$ cat config.mk
export PLATFORM = sky130hd
export DESIGN_NAME = led_pattern_engine_flat
export DESIGN_NICKNAME = d
export VERILOG_FILES = /design/src/rtl/led_pattern_engine_pkg.sv /design/src/rtl/led_pattern_engine_if.sv /design/src/rtl/led_pattern_engine_btn_sync_edge.sv /design/src/rtl/led_pattern_engine.sv /design/src/flat_wrapper.sv
export SDC_FILE = /design/constraint.sdc
export NUM_CORES = 1
export LEC_CHECK = 0
export BUFFER_PORTS_ARGS = -buffer_cell sky130_fd_sc_hd__buf_2
export CORE_MARGIN = 4
export CORE_UTILIZATION = 35
export CTS_CLUSTER_SIZE = 24
export DETAILED_ROUTE_END_ITERATION = 8
export PLACE_DENSITY_LB_ADDON = 0.12
export SYNTH_ARGS = -nofsm -noshare
export SYNTH_HDL_FRONTEND = slang
export SYNTH_HIERARCHICAL = 1
export SYNTH_SLANG_ARGS = --single-unit
$ cat constraint.sdc
create_clock -name clk -period 2.6 [get_ports clk]
set_clock_uncertainty 0.05 [all_clocks]
set_input_delay 0.13 -clock clk [delete_from_list [all_inputs] [get_ports clk]]
set_output_delay 0.13 -clock clk [all_outputs]
set_load 0.01 [all_outputs]
$ cat src/rtl/led_pattern_engine_pkg.sv
// Shared encodings and default step-rate dividers for the LED pattern engine.
package led_pattern_pkg;

    typedef enum logic [1:0] {
        MODE_ROL    = 2'd0,
        MODE_ROR    = 2'd1,
        MODE_BOUNCE = 2'd2,
        MODE_FILL   = 2'd3
    } mode_e;

    typedef enum logic {
        ST_PAUSE = 1'b0,
        ST_RUN   = 1'b1
    } state_e;

    localparam int unsigned DEF_DIV0 = 50_000_000;
    localparam int unsigned DEF_DIV1 = 25_000_000;
    localparam int unsigned DEF_DIV2 = 12_500_000;
    localparam int unsigned DEF_DIV3 = 6_250_000;

    // Prescaler width: enough bits to count 0..max(DIVn)-1, never less than one bit.
    function automatic int unsigned presc_width(input int unsigned d0, input int unsigned d1,
                                                input int unsigned d2, input int unsigned d3);
        int unsigned m;
        int unsigned w;
        m = d0;
        if (d1 > m) m = d1;
        if (d2 > m) m = d2;
        if (d3 > m) m = d3;
        w = $clog2(m);
        return (w < 1) ? 1 : w;
    endfunction

endpackage

$ cat src/rtl/led_pattern_engine_if.sv
// Control inputs and LED outputs of the pattern engine, grouped as one bus.
interface led_pattern_engine_if #(
    parameter int unsigned LED_W = 8
);
    logic             button;
    logic [1:0]       freq_set;
    logic [1:0]       mode;
    logic [LED_W-1:0] led;
    logic             running;

    modport master (
        output button, freq_set, mode,
        input  led, running
    );

    modport slave (
        input  button, freq_set, mode,
        output led, running
    );
endinterface

$ cat src/rtl/led_pattern_engine_btn_sync_edge.sv
// Two-flop synchroniser for the raw push-button plus a one-cycle rising-edge pulse.
module btn_sync_edge (
    input  logic clk,
    input  logic rst,
    input  logic button,
    output logic toggle_c
);

    logic [1:0] sync_q, sync_d;
    logic       prev_q, prev_d;
    logic [2:0] vld_q, vld_d;

    // vld marks when sync/prev hold real samples, so reset zeros never look like a press
    always_comb begin
        sync_d   = {sync_q[0], button};
        prev_d   = sync_q[1];
        vld_d    = {vld_q[1:0], 1'b1};
        toggle_c = sync_q[1] & ~prev_q & vld_q[2];
    end

    always_ff @(posedge clk) begin
        if (!rst) begin
            sync_q <= '0;
            prev_q <= 1'b0;
            vld_q  <= '0;
        end else begin
            sync_q <= sync_d;
            prev_q <= prev_d;
            vld_q  <= vld_d;
        end
    end

endmodule

$ cat src/rtl/led_pattern_engine.sv
// LED pattern engine: run/pause FSM, selectable-rate prescaler and four LED patterns.
module led_pattern_engine
    import led_pattern_pkg::*;
#(
    parameter int unsigned LED_W = 8,
    parameter int unsigned DIV0  = DEF_DIV0,
    parameter int unsigned DIV1  = DEF_DIV1,
    parameter int unsigned DIV2  = DEF_DIV2,
    parameter int unsigned DIV3  = DEF_DIV3
) (
    input  logic                 clk,
    input  logic                 rst,
    led_pattern_engine_if.slave  bus
);

    localparam int unsigned PW = presc_width(DIV0, DIV1, DIV2, DIV3);
    localparam logic [PW-1:0] LAST0 = PW'(DIV0 - 1);
    localparam logic [PW-1:0] LAST1 = PW'(DIV1 - 1);
    localparam logic [PW-1:0] LAST2 = PW'(DIV2 - 1);
    localparam logic [PW-1:0] LAST3 = PW'(DIV3 - 1);
    localparam logic [LED_W-1:0] INIT_LOW  = LED_W'(1);
    localparam logic [LED_W-1:0] INIT_HIGH = {1'b1, {(LED_W-1){1'b0}}};

    state_e           state_q, state_d;
    logic             running_q, running_d;
    logic [LED_W-1:0] led_q, led_d;
    logic             dir_up_q, dir_up_d;
    logic [PW-1:0]    presc_q, presc_d;
    logic [1:0]       freq_q, freq_d;
    mode_e            mode_q, mode_d;

    logic             toggle_c;
    logic             freq_chg_c;
    logic             mode_chg_c;
    logic             tick_c;
    logic [PW-1:0]    last_c;
    logic [LED_W-1:0] step_led_c;
    logic             step_dir_c;

    btn_sync_edge u_btn (
        .clk      (clk),
        .rst      (rst),
        .button   (bus.button),
        .toggle_c (toggle_c)
    );

    // Next-state: FSM, prescaler, pattern step and mode reload
    always_comb begin
        state_d    = state_q;
        led_d      = led_q;
        dir_up_d   = dir_up_q;
        presc_d    = presc_q;
        freq_d     = bus.freq_set;
        mode_d     = mode_e'(bus.mode);
        freq_chg_c = (bus.freq_set != freq_q);
        mode_chg_c = (mode_d != mode_q);
        tick_c     = 1'b0;
        step_led_c = led_q;
        step_dir_c = dir_up_q;

        case (freq_q)
            2'd0:    last_c = LAST0;
            2'd1:    last_c = LAST1;
            2'd2:    last_c = LAST2;
            default: last_c = LAST3;
        endcase

        // A rate or mode change restarts the count and swallows any tick due this cycle
        if (state_q == ST_RUN) begin
            if (freq_chg_c || mode_chg_c) begin
                presc_d = '0;
            end else if (presc_q == last_c) begin
                presc_d = '0;
                tick_c  = 1'b1;
            end else begin
                presc_d = presc_q + PW'(1);
            end
        end else begin
            presc_d = '0;
        end

        case (mode_q)
            MODE_ROL:    step_led_c = {led_q[LED_W-2:0], led_q[LED_W-1]};
            MODE_ROR:    step_led_c = {led_q[0], led_q[LED_W-1:1]};
            MODE_BOUNCE: begin
                if (dir_up_q) begin
                    if (led_q[LED_W-1]) begin
                        step_dir_c = 1'b0;
                        step_led_c = led_q >> 1;
                    end else begin
                        step_led_c = led_q << 1;
                    end
                end else begin
                    if (led_q[0]) begin
                        step_dir_c = 1'b1;
                        step_led_c = led_q << 1;
                    end else begin
                        step_led_c = led_q >> 1;
                    end
                end
            end
            default:     step_led_c = (&led_q) ? '0 : ((led_q << 1) | INIT_LOW);
        endcase

        if (mode_chg_c) begin
            led_d    = (mode_d == MODE_ROR) ? INIT_HIGH : INIT_LOW;
            dir_up_d = 1'b1;
        end else if (tick_c) begin
            led_d    = step_led_c;
            dir_up_d = step_dir_c;
        end

        if (toggle_c) begin
            state_d = (state_q == ST_RUN) ? ST_PAUSE : ST_RUN;
        end

        running_d = (state_d == ST_RUN);
    end

    always_ff @(posedge clk) begin
        if (!rst) begin
            state_q   <= ST_PAUSE;
            running_q <= 1'b0;
            led_q     <= INIT_LOW;
            dir_up_q  <= 1'b1;
            presc_q   <= '0;
            freq_q    <= bus.freq_set;
            mode_q    <= mode_e'(bus.mode);
        end else begin
            state_q   <= state_d;
            running_q <= running_d;
            led_q     <= led_d;
            dir_up_q  <= dir_up_d;
            presc_q   <= presc_d;
            freq_q    <= freq_d;
            mode_q    <= mode_d;
        end
    end

    assign bus.led     = led_q;
    assign bus.running = running_q;

endmodule
$ cat src/flat_wrapper.sv
// flat-port wrapper written by rule: the top's interface ports become plain ports
module led_pattern_engine_flat import led_pattern_pkg::*;
#(
    parameter int unsigned LED_W = 8,
    parameter int unsigned DIV0  = DEF_DIV0,
    parameter int unsigned DIV1  = DEF_DIV1,
    parameter int unsigned DIV2  = DEF_DIV2,
    parameter int unsigned DIV3  = DEF_DIV3
)
  (clk, rst, bus_button, bus_freq_set, bus_mode, bus_led, bus_running);
  led_pattern_engine_if #(.LED_W(LED_W)) bus_i ();
  input  logic clk;
  input  logic rst;
  input wire logic [$bits(bus_i.button)-1:0] bus_button;
  input wire logic [$bits(bus_i.freq_set)-1:0] bus_freq_set;
  input wire logic [$bits(bus_i.mode)-1:0] bus_mode;
  output wire logic [$bits(bus_i.led)-1:0] bus_led;
  output wire logic [$bits(bus_i.running)-1:0] bus_running;
  assign bus_i.button = bus_button;
  assign bus_i.freq_set = bus_freq_set;
  assign bus_i.mode = bus_mode;
  assign bus_led = bus_i.led;
  assign bus_running = bus_i.running;
  led_pattern_engine #(.LED_W(LED_W), .DIV0(DIV0), .DIV1(DIV1), .DIV2(DIV2), .DIV3(DIV3)) u_core (.clk(clk), .rst(rst), .bus(bus_i));
endmodule
==> summary.txt, run 1 <==
Power and ir drop
  • Reg power frac: 0.561
  • VDD IR-drop max: between 150 and 200 uV
  • Comb pwr share: 0.078
  • Static Leak: between 1 and 1.5 nW
  • Switch Pwr: 0.000342 W
  • Pwr Density: 443 mW/mm2
  • Switching Share: 0.263
  • Clock power frac: 0.361
  • Internal power: 0.000957 W

Logic synthesis
  • Biggest area consumer among synthesized cells: dfxtp_1
  • Netlist cell types: 63
  • Top_reg_cell synth: dfxtp_1
  • Sequential cell area fraction in the yosys report: 0.352
  • Post-synth top cells: dfxtp_1 (46), nor3_1 (30), nand3_1 (18)
  • Top post-synthesis cells by area: dfxtp_1 (35%), nor3_1 (5.7%), xor2_1 (5.7%)
  • EDFF count, synth: 0
  • Syn Nets: 313
  • Post-synth ARST share: 0
  • Yosys reg bits: 46
  • Avg Inst Size Synth: ~8.6 um2
  • Cells after Synth: about 310
  • Mapped cell area: about 0.0026 mm2
  • Yosys top cell area share: 0.352
  • Top-count cell post-synth: dfxtp_1
  • Yosys warnings: 6

Timing
  • Achievable Freq: around 420 MHz
  • Pin slew with the least headroom to its limit: about 0.83 ns
  • Final hold violation count: 0
  • Final worst setup slack: about 0.24 ns
  • Unrepaired setup endpoints after global routing: no
  • Period minus WS final: 2.36 ns
  • Slew Viols, Final: 0
  • Final setup vio count: 0
  • Final period util: 0.909
  • Slew Limit Headroom: 0.436
  • TNS Setup: 0 ns

Placed design
  • GPL Wtd Cong: 0.786
  • Place WS: around 0.056 ns
  • Dpl hpwl: between 4000 and 5000 um
  • PortBufs: 15
  • Cells after DPL: around 400
  • Post-DP Area: 0.00277 mm2

Setup path
  • Required time of the critical path: between 2 and 3 ns
  • Critical Path End Type: flip-flop
  • Reg-to-Reg End: u_core/bus.led[4]
  • Start point of the critical path: u_core/freq_q[0]
  • Reg-to-Reg Start: u_core/freq_q[0]
  • Slack of the worst reg-to-reg path: 0.24 ns
  • Worst r2r path cells: 6
  • Worst EP arrival: 2.53 ns
  • CP Class: reg -> reg
  • CP Max Fanout: 14
  • CP Launch Type: flip-flop
  • Worst setup endpoint: u_core/bus.led[4]

Outcome
  • Status: finished clean

Finish
  • Design Area, Final: 0.00293 mm2
  • Final Net Count: 330
  • P&R area growth vs syn: 12.1%
  • Fin cells: 422
  • N_diodes: 0
  • Fraction of layout cells with a size suffix above 1: 0.139

Global route
  • Total track usage: 0.149
  • First-pass GRT wire length: about 11000 um
  • Largest net degree at the start of global routing: 27
  • Gr ovfl total: 0
  • Vias in the first global route: 2084
  • Initial antenna violation count: 0

Route
  • WL/cell: around 15 um
  • Number of routed nets with antenna violations: 0
  • DR vias/cell: ~5.4
  • DRC viols: 0
  • Routed wire length: 6290 um
  • Pre-Repair DR Iteration Count: 4
  • Detailed-route via count: between 2000 and 2500
  • DR iter-0 viols: 180

Floorplanning
  • IO Count: 16
  • Die W: 94.5 um
  • Die Y-Extent: 94.5 um
  • Row cnt: 31
  • Core Footprint: 0.00725 mm2
  • Die Area: roughly 0.009 mm2
  • Initial Util: 0.361

Worst hold path
  • Worst min path class: reg -> reg

Clocking
  • Max clock buf depth: 2
  • Clk slew on worst S/H paths: 0.10 ns
  • Sink Count: 46
  • CTS tree: done
  • H-tree depth: 2
  • CTS root buf: clkbuf_8
  • Setup bufs post-CTS: 0
  • Total CTS buffers: 5
  • Worst-Skew Late Latency: 0.30 ns

Run
  • Max Cap Violations: 0
-- critical path, cell delays in order, from the launching register on --
cell,delay (ns)
dfxtp_1,0.50
buf_4,0.24
nor2b_1,0.15
o22ai_1,0.08
a311o_1,0.35
or4_4,0.63
o31ai_1,0.27
-- layer usage --
metal	vias to the layer above	part of all wire	track usage
met3	4	0.048	0.0247
met2	57	0.45	0.228
met5	-	0	0
met4	0	0.0091	0.0397
li1	1157	-	-
met1	1055	0.50	0.216
-- worst min-delay path by stage --
stage,slack [ns],start,cells past startpoint,to
finish,0.38,u_core/u_btn/vld_q[0],1,u_core/u_btn/vld_q[1]
CTS,0.39,u_core/u_btn/vld_q[0],1,u_core/u_btn/vld_q[1]
global route,0.41,u_core/u_btn/vld_q[0],1,u_core/u_btn/vld_q[1]
detailed placement,0.21,bus_freq_set[1],1,u_core/freq_q[1]
global placement,0.21,bus_freq_set[1],1,u_core/freq_q[1]
floorplan,0.11,bus_freq_set[0],0,u_core/freq_q[0]
-- power groups by stage --
stage          clock network [W]  logic [W]  registers, W
5_1_grt                 0.000514   0.000114      0.000731
3_5_place_dp                   0  0.0000930      0.000745
3_3_place_gp                   0  0.0000928      0.000745
6_report                0.000469   0.000102      0.000729
2_1_floorplan                  0  0.0000733      0.000739
4_1_cts                 0.000495   0.000100      0.000729
-- metrics by stage --
step           utilization  hold slack, ns  power [W]
2_1_floorplan            -           0.108   0.000812
3_3_place_gp         0.382           0.210   0.000837
3_5_place_dp         0.382           0.211   0.000838
4_1_cts              0.403           0.387    0.00132
5_1_grt              0.404           0.405    0.00136
6_report             0.404           0.383    0.00130
-- logic make-up (layout without fill, tap and decap cells) --
kind of cell / Yosys count / after routing / share of synthesized area
mux: 6 / 6 / 0.0230
xor+xnor: 30 / 30 / 0.100
simple gates: 140 / 140 / 0.312
fa+ha+maj: 1 / 1 / 0.00478
buf+inv: 28 / 46 / 0.0550
flops: 46 / 46 / 0.352
compound gates: 54 / 54 / 0.153
-- layout make-up --
| type | instances | area [um2] |
|---|---|---|
| flip-flops and latches | 46 | 922 |
| fillers | 750 | 4320 |
| well taps | 99 | 124 |
| inverters | 7 | 26.3 |
| clock inverters | 3 | 25.0 |
| multi-input cells | 231 | 1560 |
| clock buffers | 5 | 68.8 |
| repair buffers | 31 | 210 |
-- flip-flops by register name (all words and copies together), names as in the netlist, 2 cells and up --
register	flops
u_core/freq_q	2
u_core/u_btn/sync_q	2
u_core/bus.led	8
u_core/presc_q	26
u_core/mode_q	2
u_core/u_btn/vld_q	3
-- what timing repair did --
item	CTS	global route
endpoints found under the hold margin	6	0
resized for setup	0	3
hold buffers	6	0
setup endpoints to repair	0	14
-- layout by cell type, fill, tap and decap left out, drive strengths merged, types with 3 or more instances in the layout --
cell type,instances
a21oi,8
and2,8
and3,9
buf,25
clkbuf,5
dfxtp,46
dlygate4sd3,6
inv,8
mux2i,6
nand2,15
nand2b,3
nand3,18
nand3b,4
nand4,7
nor2,13
nor2b,4
nor3,30
nor4,7
o211ai,3
o21ai,10
o311ai,4
o31ai,3
or3b,3
xnor2,13
xor2,17
Note: power is estimated with default switching activity, not from simulation.
==> run 2, diff against run 1 <==
==> constraint.sdc (replaced) <==
create_clock -name clk -period 2.6 [get_ports clk]
set_clock_uncertainty 0.05 [all_clocks]
set_input_delay 0.52 -clock clk [delete_from_list [all_inputs] [get_ports clk]]
set_output_delay 0.52 -clock clk [all_outputs]
set_load 0.01 [all_outputs]
==> run 2 against run 1 <==
  * Clock power rose by 16%
  * Sequential share of layout area up 0.54 points
  * Non-clock buffer count shrank 7
  * Die area did not move
  * Design area decreased by 1.8%
  * Cell count decreased by 1.7%
  * Global-route usage fell by 0.32 points
  * Largest power group unchanged
==> summary.txt, run 2 (synthesized netlist as in run 1, its figures left out) <==
Outcome
  • Status: finished clean

Timing
  • Achievable Freq: 425 MHz (+0.58%)
  • Unrepaired setup endpoints after global routing: no
  • Final setup vio count: 0 (unchanged)
  • Slew Viols, Final: 0 (unchanged)
  • Period minus WS final: 2.35 ns (-0.0137 ns)
  • Slew Limit Headroom: 0.507 (+0.0707)
  • TNS Setup: 0 ns (unchanged)
  • Final hold violation count: 0 (unchanged)
  • Pin slew with the least headroom to its limit: 0.729 ns (-0.104 ns)
  • Final period util: 0.904 (-0.00525)

Floorplanning
  • Initial Util: 0.361 (unchanged)
  • Die W: 94.5 um (unchanged)
  • Die Area: 0.00892 mm2 (unchanged)
  • Row cnt: 31 (unchanged)
  • Die Y-Extent: 94.5 um (unchanged)
  • IO Count: 16 (unchanged)
  • Core Footprint: 0.00725 mm2 (unchanged)

Setup path
  • CP Launch Type: flip-flop
  • CP Class: reg -> reg
  • Critical Path End Type: flip-flop
  • Required time of the critical path: 2.75 ns (-0.02 ns)
  • Critical Path Max Stage Delay: 0.72 ns (+0.09 ns)
  • Worst path cell trace: nor4b_1 -> a22o_1 -> o2111ai_1 -> or3_1 -> o211a_1
  • Slowest CP cell: dfxtp_1
  • CP Max Fanout: 19 (+5)
  • Worst EP arrival: 2.50 ns (-0.03 ns)

Power and ir drop
  • Reg power frac: 0.536 (-0.025)
  • Static Leak: 0.992 nW (-2.4%)
  • Switch Pwr: 0.000323 W (-5.7%)
  • VDD IR-drop max: 200 uV (+12%)
  • Switching Share: 0.237 (-0.0268)
  • Pwr Density: 474 mW/mm2 (+6.9%)
  • Internal power: 0.00104 W (+8.8%)
  • Pwr Total: 0.00136 W (+5.0%)
  • Comb pwr share: 0.066 (-0.012)
  • Clock power frac: 0.399 (+0.038)

Finish
  • FF/Latch Area: 921 um2 (-0.14%)
  • Commonest cells after routing, fill and taps aside: dfxtp_1 (46), nor3_1 (30), nand3_1 (18)
  • Commonest non-fill, non-tap cell in the layout: dfxtp_1
  • P&R area growth vs syn: 10.0%
  • N_diodes: 0 (unchanged)
  • Largest Register: u_core/presc_q
  • Max reg flops: 26 (unchanged)
  • Final Net Count: 323 (-2.1%)
  • Multi-input logic area: 0.00155 mm2 (-0.32%)
  • Fraction of layout cells with a size suffix above 1: 0.133 (-0.00641)
  • Design Area, Final: 0.00288 mm2 (-1.8%)
  • Fillers: 770 (+2.7%)

Clocking
  • CTS root buf: clkbuf_8
  • Clk slew on worst S/H paths: 0.09 ns (about the same)
  • CTS tree: done
  • H-tree depth: 2 (unchanged)
  • Sink Count: 46 (unchanged)
  • Max clock buf depth: 2 (unchanged)
  • Total CTS buffers: 5 (unchanged)
  • Worst-Skew Late Latency: 0.30 ns (about the same)

Run
  • Max Cap Violations: 0 (unchanged)

Global route
  • Vias in the first global route: 2018 (-3.2%)
  • Total track usage: 0.146 (-0.00316)
  • First-pass GRT wire length: 10400 um (-1.6%)
  • Gr ovfl total: 0 (unchanged)
  • Largest net degree at the start of global routing: 27 (unchanged)
  • Initial antenna violation count: 0 (unchanged)

Route
  • Detailed-route via count: 2215 (-2.6%)
  • Number of routed nets with antenna violations: 0 (unchanged)
  • DR vias/cell: 5.34 (-0.91%)
  • DRC viols: 0 (unchanged)
  • Routed wire length: 6180 um (-1.7%)
  • WL/cell: 14.9 um (about the same)
  • Pre-Repair DR Iteration Count: 4 (unchanged)
  • DR iter-0 viols: 159 (-12%)

Placed design
  • GPL Wtd Cong: 0.766 (-2.6%)
  • Dpl hpwl: 4390 um (+0.14%)
  • PortBufs: 15 (unchanged)
  • Post-DP Area: 0.00277 mm2 (-0.27%)

Worst hold path
  • Worst min path class: in -> reg
## run 2: cell type report
| class | count | area share |
|---|---|---|
| multi-input cells | 231 | 0.539 |
| flip-flops and latches | 46 | 0.320 |
| repair buffers | 24 | 0.0495 |
| well taps | 99 | 0.0430 |
| clock buffers | 5 | 0.0239 |
| clock inverters | 3 | 0.0156 |
| inverters | 7 | 0.00913 |
## run 2: path summary, 6_finish.rpt
| check | slack (ns) | depth (start not counted) | startpoint | end |
|---|---|---|---|---|
| setup / recovery | 0.25 | 5 | u_core/freq_q[1] | u_core/bus.led[7] |
| hold / removal | 0.29 | 1 | bus_freq_set[1] | u_core/freq_q[1] |
| setup reg to reg | 0.25 | 5 | u_core/freq_q[1] | u_core/bus.led[7] |
| hold reg to reg | 0.38 | 1 | u_core/u_btn/vld_q[0] | u_core/u_btn/vld_q[1] |
## run 2: power by group through the flow
| stage | logic [W] | registers, W | clock network, W |
|---|---|---|---|
| after global placement | 0.0000888 | 0.000747 | 0 |
| final | 0.0000898 | 0.000731 | 0.000544 |
| after global routing | 0.000100 | 0.000733 | 0.000581 |
| after detailed placement | 0.0000884 | 0.000747 | 0 |
| after floorplan | 0.0000733 | 0.000739 | 0 |
| after CTS | 0.0000892 | 0.000731 | 0.000561 |
## run 2: critical path, delay by kind of cell, from the launching register on
| kind | cells | cell delay (ns) |
|---|---|---|
| AO/OA/AOI/OAI | 3 | 0.73 |
| flip-flops | 1 | 0.72 |
| AND/OR/NAND/NOR | 2 | 0.75 |
## run 2: metrics by stage
step / std cells / util / hold WS [ns] / setup WS, ns
final: 415 / 0.397 / 0.291 / 0.249
after global routing: 415 / 0.397 / 0.286 / 0.0547
after CTS: 415 / 0.397 / 0.283 / 0.152
after detailed placement: 407 / 0.381 / 0.362 / 0.189
after global placement: 407 / 0.381 / 0.358 / 0.208
after floorplan: 305 / - / 0.356 / 0.553
## run 2: timing repair
| item | CTS | global route |
|---|---|---|
| endpoints found under the setup margin | 0 | 4 |
| gates resized for setup | 0 | 1 |
| hold buffers | 0 | 0 |
| setup buffers | 0 | 0 |
## run 2: metal layers
metal / part of all wire / global-route usage / vias to the layer above
met3: 0.032 / 0.0279 / 2
met1: 0.53 / 0.210 / 1052
met5: 0 / 0 / -
met4: 0.0061 / 0.0397 / 0
li1: - / - / 1135
met2: 0.43 / 0.220 / 26
